--- src/rtl/cdb_writeback_arbiter.sv ---
// Common data bus writeback arbiter.
// The ALU and MEM execution units each push completed results into their own
// small FIFO. Every cycle a round-robin arbiter picks one FIFO head. That head
// is registered onto the CDB together with a one-hot "set valid" strobe for
// the register status table.
module cdb_writeback_arbiter #(
  parameter int PHY_REG_NUM = 64,
  parameter int DATA_W      = 32,
  parameter int FIFO_DEPTH  = 4,
  localparam int TAG_W      = $clog2(PHY_REG_NUM)
) (
  input  logic                   clk,
  input  logic                   reset,
  input  logic                   alu_wb_valid,
  output logic                   alu_wb_ready,
  input  logic [TAG_W-1:0]       alu_wb_tag,
  input  logic [DATA_W-1:0]      alu_wb_data,
  input  logic                   mem_wb_valid,
  output logic                   mem_wb_ready,
  input  logic [TAG_W-1:0]       mem_wb_tag,
  input  logic [DATA_W-1:0]      mem_wb_data,
  output logic                   cdb_valid,
  output logic [TAG_W-1:0]       cdb_tag,
  output logic [DATA_W-1:0]      cdb_data,
  output logic                   cdb_src,
  output logic [PHY_REG_NUM-1:0] status_set_valid
);

  localparam int PTR_W = $clog2(FIFO_DEPTH);
  localparam int CNT_W = $clog2(FIFO_DEPTH + 1);

  // Physical register 0 is hardwired, so it is never marked ready.
  function automatic logic [PHY_REG_NUM-1:0] status_onehot(input logic [TAG_W-1:0] tag);
    status_onehot = '0;
    if (tag != '0) begin
      status_onehot[tag] = 1'b1;
    end
  endfunction

  // Count update shared by both FIFOs: a simultaneous push and pop cancel out.
  function automatic logic [CNT_W-1:0] next_count(input logic [CNT_W-1:0] count,
                                                  input logic push,
                                                  input logic pop);
    next_count = count;
    case ({push, pop})
      2'b10:   next_count = count + CNT_W'(1);
      2'b01:   next_count = count - CNT_W'(1);
      default: next_count = count;
    endcase
  endfunction

  // Source FIFO storage (data path, not reset)
  logic [TAG_W-1:0]  alu_tag_q  [FIFO_DEPTH];
  logic [DATA_W-1:0] alu_data_q [FIFO_DEPTH];
  logic [TAG_W-1:0]  mem_tag_q  [FIFO_DEPTH];
  logic [DATA_W-1:0] mem_data_q [FIFO_DEPTH];

  // Source FIFO control
  logic [PTR_W-1:0] alu_wr_ptr, alu_rd_ptr;
  logic [PTR_W-1:0] mem_wr_ptr, mem_rd_ptr;
  logic [CNT_W-1:0] alu_count, mem_count;
  logic             alu_push, mem_push;
  logic             alu_pop, mem_pop;
  logic             alu_nonempty, mem_nonempty;

  // Round-robin pointer: 0 favours ALU, 1 favours MEM
  logic             rr_ptr;
  logic             contended;

  // Stage p0: arbitration result (combinational on FIFO heads)
  logic                   vld_p0;
  logic [TAG_W-1:0]       tag_p0;
  logic [DATA_W-1:0]      data_p0;
  logic                   src_p0;

  // Stage p1: registered broadcast
  logic                   vld_p1;
  logic [TAG_W-1:0]       tag_p1;
  logic [DATA_W-1:0]      data_p1;
  logic                   src_p1;
  logic [PHY_REG_NUM-1:0] status_p1;

  // Ready depends only on the registered count. A full FIFO therefore refuses a
  // push even in a cycle where it also pops.
  assign alu_wb_ready = (alu_count != CNT_W'(FIFO_DEPTH));
  assign mem_wb_ready = (mem_count != CNT_W'(FIFO_DEPTH));
  assign alu_push     = alu_wb_valid && alu_wb_ready;
  assign mem_push     = mem_wb_valid && mem_wb_ready;
  assign alu_nonempty = (alu_count != '0);
  assign mem_nonempty = (mem_count != '0);
  assign contended    = alu_nonempty && mem_nonempty;

  // Arbitration: a lone non-empty FIFO always wins; under contention rr_ptr decides.
  always_comb begin
    alu_pop = 1'b0;
    mem_pop = 1'b0;
    if (contended) begin
      alu_pop = (rr_ptr == 1'b0);
      mem_pop = (rr_ptr == 1'b1);
    end else begin
      alu_pop = alu_nonempty;
      mem_pop = mem_nonempty;
    end
  end

  // Head selection feeding the broadcast register.
  always_comb begin
    vld_p0  = alu_pop || mem_pop;
    src_p0  = mem_pop;
    tag_p0  = alu_tag_q[alu_rd_ptr];
    data_p0 = alu_data_q[alu_rd_ptr];
    if (mem_pop) begin
      tag_p0  = mem_tag_q[mem_rd_ptr];
      data_p0 = mem_data_q[mem_rd_ptr];
    end
  end

  // Write accepted results into the FIFO storage.
  always_ff @(posedge clk) begin
    if (alu_push) begin
      alu_tag_q[alu_wr_ptr]  <= alu_wb_tag;
      alu_data_q[alu_wr_ptr] <= alu_wb_data;
    end
    if (mem_push) begin
      mem_tag_q[mem_wr_ptr]  <= mem_wb_tag;
      mem_data_q[mem_wr_ptr] <= mem_wb_data;
    end
  end

  // ALU FIFO pointers and occupancy. Pointers wrap naturally at the power-of-two depth.
  always_ff @(posedge clk or posedge reset) begin
    if (reset) begin
      alu_wr_ptr <= '0;
      alu_rd_ptr <= '0;
      alu_count  <= '0;
    end else begin
      if (alu_push) alu_wr_ptr <= alu_wr_ptr + PTR_W'(1);
      if (alu_pop)  alu_rd_ptr <= alu_rd_ptr + PTR_W'(1);
      alu_count <= next_count(alu_count, alu_push, alu_pop);
    end
  end

  // MEM FIFO pointers and occupancy.
  always_ff @(posedge clk or posedge reset) begin
    if (reset) begin
      mem_wr_ptr <= '0;
      mem_rd_ptr <= '0;
      mem_count  <= '0;
    end else begin
      if (mem_push) mem_wr_ptr <= mem_wr_ptr + PTR_W'(1);
      if (mem_pop)  mem_rd_ptr <= mem_rd_ptr + PTR_W'(1);
      mem_count <= next_count(mem_count, mem_push, mem_pop);
    end
  end

  // Hand priority to the loser only after a contended grant.
  always_ff @(posedge clk or posedge reset) begin
    if (reset) begin
      rr_ptr <= 1'b0;
    end else if (contended) begin
      rr_ptr <= alu_pop;
    end
  end

  // Register the granted head onto the CDB. The valid and status strobes last one cycle.
  always_ff @(posedge clk or posedge reset) begin
    if (reset) begin
      vld_p1    <= 1'b0;
      tag_p1    <= '0;
      data_p1   <= '0;
      src_p1    <= 1'b0;
      status_p1 <= '0;
    end else begin
      vld_p1    <= vld_p0;
      status_p1 <= vld_p0 ? status_onehot(tag_p0) : '0;
      if (vld_p0) begin
        tag_p1  <= tag_p0;
        data_p1 <= data_p0;
        src_p1  <= src_p0;
      end
    end
  end

  assign cdb_valid        = vld_p1;
  assign cdb_tag          = tag_p1;
  assign cdb_data         = data_p1;
  assign cdb_src          = src_p1;
  assign status_set_valid = status_p1;

endmodule

--- config.mk ---
export PLATFORM = sky130hd
export DESIGN_NAME = cdb_writeback_arbiter
export DESIGN_NICKNAME = d
export VERILOG_FILES = /design/src/rtl/cdb_writeback_arbiter.sv
export SDC_FILE = /design/constraint.sdc
export NUM_CORES = 1
export LEC_CHECK = 0
export ABC_AREA = 1
export BUFFER_PORTS_ARGS = -buffer_cell sky130_fd_sc_hd__buf_4
export CORE_ASPECT_RATIO = 1.4
export CORE_MARGIN = 2
export CORE_UTILIZATION = 58
export DETAILED_ROUTE_END_ITERATION = 8
export GPL_TIMING_DRIVEN = 0
export PLACE_DENSITY = 0.81
export SLEW_MARGIN = 40
export SYNTH_ARGS = -nofsm -noshare
export SYNTH_HDL_FRONTEND = slang
export SYNTH_SLANG_ARGS = --single-unit
--- constraint.sdc ---
create_clock -name clk -period 5.7 [get_ports clk]
set_input_delay 1.14 -clock clk [delete_from_list [all_inputs] [get_ports clk]]
set_output_delay 1.14 -clock clk [all_outputs]
set_load 0.1 [all_outputs]
==> results_dict.tcl <==
set metrics [dict create \
    rsz0062_at_grt "no" \
    grt_pass1_wl_um 60700 \
    synth_area_um2 16100 \
    synthArstFlopShare_pct 28.1 \
    floorplan.initialDensity_pct 58.7 \
    grt_max_degree 87 \
    final_area_um2 19600 \
    yosysTopAreaCell "edfxtp_1" \
    ant_nets 0 \
    startpoint_type "register" \
    tns_ns 0 \
    gp_congestion 0.778 \
    cts_tree "yes" \
    rows 72 \
    drc 0 \
    grt-ovfl-total 0 \
    synth_top_area_share_pct 56.6 \
    endpoint_kind "register" \
    ios 186 \
    skew_ns 0.0285 \
    finalHoldViolations 0 \
    antenna_found_initial 1 \
    max_slew_margin_pct 55.9 \
    synth_warnings 0 \
    die-area_um2 29200 \
    cts_hold_buf 0 \
    setup_viol 0 \
    ys.flop_type "edfxtp_1" \
    place_area_um2 18400 \
    synth_fp_nets 1375 \
    drive_gt1_share_pct 20.7 \
    fp.coreArea_um2 27500 \
    synth.area.top_cells "edfxtp_1 (57%), dfrtp_1 (18%), nor2_1 (6.2%)" \
    clock_path_buffers 3 \
    die_h_um 201 \
    final_cells 1923 \
    dpl.cell_count 1855 \
    critPathArrivalTime_ns 3.12 \
    post-route-period-util_pct 47.3 \
    period_needed_ns 2.70 \
    cts_setup_buffers 0 \
    grtUsageTotal_pct 27.1 \
    status "finished clean" \
    clk_pin_slew_ns 0.07 \
    fill_cells 1732 \
    setup_ws_ns 3.00 \
    portBuffers 185 \
    fmax_mhz 371 \
    clk-insertion-delay-late_ns 0.54 \
    path_max_fanout 10 \
    htreeDepth 2 \
    maxCapViolCount 0 \
    cts_resized 0 \
    crit_required_ns 6.13 \
    post_synth.cell_area_avg_um2 12.6 \
    tightest_slew_ns 0.661 \
    cts_made_buffers 37 \
    hpwlAfterDp_um 26400 \
    pre_cts_ws_ns 2.76 \
    syn_inst 1283 \
    nNetsFinal 1616 \
    routed_wl_um 39900 \
    fp.dieW_um 145 \
    vias 11100 \
    slew_violations 0 \
    critPathKind "register to register" \
    via_per_inst 5.79 \
    yosysSeqAreaShare_pct 75.1 \
    hp-class "register to register" \
    grt_pass1_vias 11100 \
    synthDistinctLibCells 30 \
    drtPass1Iterations 8 \
    clockRootBuffer "clkbuf_16" \
    synth_edf_count 304 \
    first_iter_violations 1202 \
    syn_to_final_growth_pct 21.8 \
    routedWlPerCell_um 20.7 \
    ys_ff_latch 423 \
    cts.sinks 423 \
]
[stage by stage]
stage / util (%) / hold WS (ns)
5_1_grt: 71.5 / 0.507
6_report: 71.5 / 0.484
3_3_place_gp: 65.4 / 0.457
3_5_place_dp: 67.1 / 0.470
4_1_cts: 71.5 / 0.487
2_1_floorplan: - / 0.442
[final cells by class]
class	count	area [um2]	share of cell area, %
repair buffers	202	1770	9.01
well taps	370	463	2.36
diodes	1	2.50	0.0127
inverters	61	236	1.20
plain buffers	66	313	1.59
multi-input cells	733	3550	18.1
clock inverters	20	201	1.03
clock buffers	47	1000	5.11
flip-flops and latches	423	12100	61.6
[cell families (layout without fill, tap and decap cells)]
| group | count (synthesis) | in the layout | share of synthesized area [%] |
|---|---|---|---|
| flip-flops | 423 | 423 | 75.1 |
| XOR/XNOR | 9 | 9 | 0.489 |
| other | 1 | 2 | 0.0232 |
| AND/OR/NAND/NOR | 428 | 428 | 10.7 |
| adder cells (fa/ha/maj) | 12 | 12 | 1.02 |
| buffers and inverters | 127 | 396 | 3.36 |
| AO/OA/AOI/OAI | 283 | 283 | 9.36 |
[cells in the mapped netlist (3+ instances only)]
cell type  number
nand3_2         5
o22ai_1        64
buf_4           9
o21ai_1         6
nand3_1        16
nor2_2          4
ha_1           10
clkbuf_1       36
o21ai_0       174
inv_1          57
nand4_1         4
a21oi_1        37
nor2_1        265
nand2_2        10
nand2_1       122
inv_2           3
dfrtp_1       119
edfxtp_1      304
buf_2          19
xor2_1          7
[state kept, by name, summed over array words and instances (netlist names), 3 cells and up]
register          flops
alu_count             3
mem_data_q          128
alu_tag_q            24
mem_tag_q            24
cdb_data             32
cdb_tag               6
alu_data_q          128
mem_count             3
status_set_valid     64
[cell usage in the layout, fill, tap and decap left out, drive strengths merged, types with 4 or more instances in the layout]
cell type / n
a21oi: 38
clkinv: 12
dfrtp: 119
nor2: 269
ha: 10
nand3: 22
o21ai: 180
buf: 232
nand4: 4
xor2: 7
nand2: 133
edfxtp: 304
inv: 65
clkbuf: 83
o22ai: 64
[worst max-delay path, cell delays in order, from the launching register on]
cell and delay [ns]:
dfrtp_1 0.42, inv_1 0.17, nand3_4 0.15, a21oi_4 0.29, buf_6 0.22, buf_2 0.29, ha_1 0.19, inv_1 0.07
fa_1 0.38, a21oi_1 0.14, o21ai_0 0.11, xor2_1 0.15
[worst paths after layout]
path / start / endpoint / slack [ns] / cells after the start
setup / recovery: alu_count[0] / mem_count[2] / 3.00 / 11
hold / removal: rr_ptr / rr_ptr / 0.48 / 2
setup reg to reg: alu_count[0] / mem_count[2] / 3.00 / 11
hold reg to reg: rr_ptr / rr_ptr / 0.48 / 2
max in group asynchronous: reset / cdb_data[21] / 4.43 / 3
min in group asynchronous: reset / mem_count[1] / 0.56 / 2
[routing by layer]
metal	share of wire (%)	vias to the layer above	GRT usage [%]
li1	-	4943	-
met1	35	5407	32.5
met2	51	637	47.0
met3	8.1	140	4.40
met4	5.3	0	15.0
met5	0	-	0
Power is left out: the tool's default activity adds up to more than one toggle a clock period on the data nets, which glitch-free logic cannot reach.
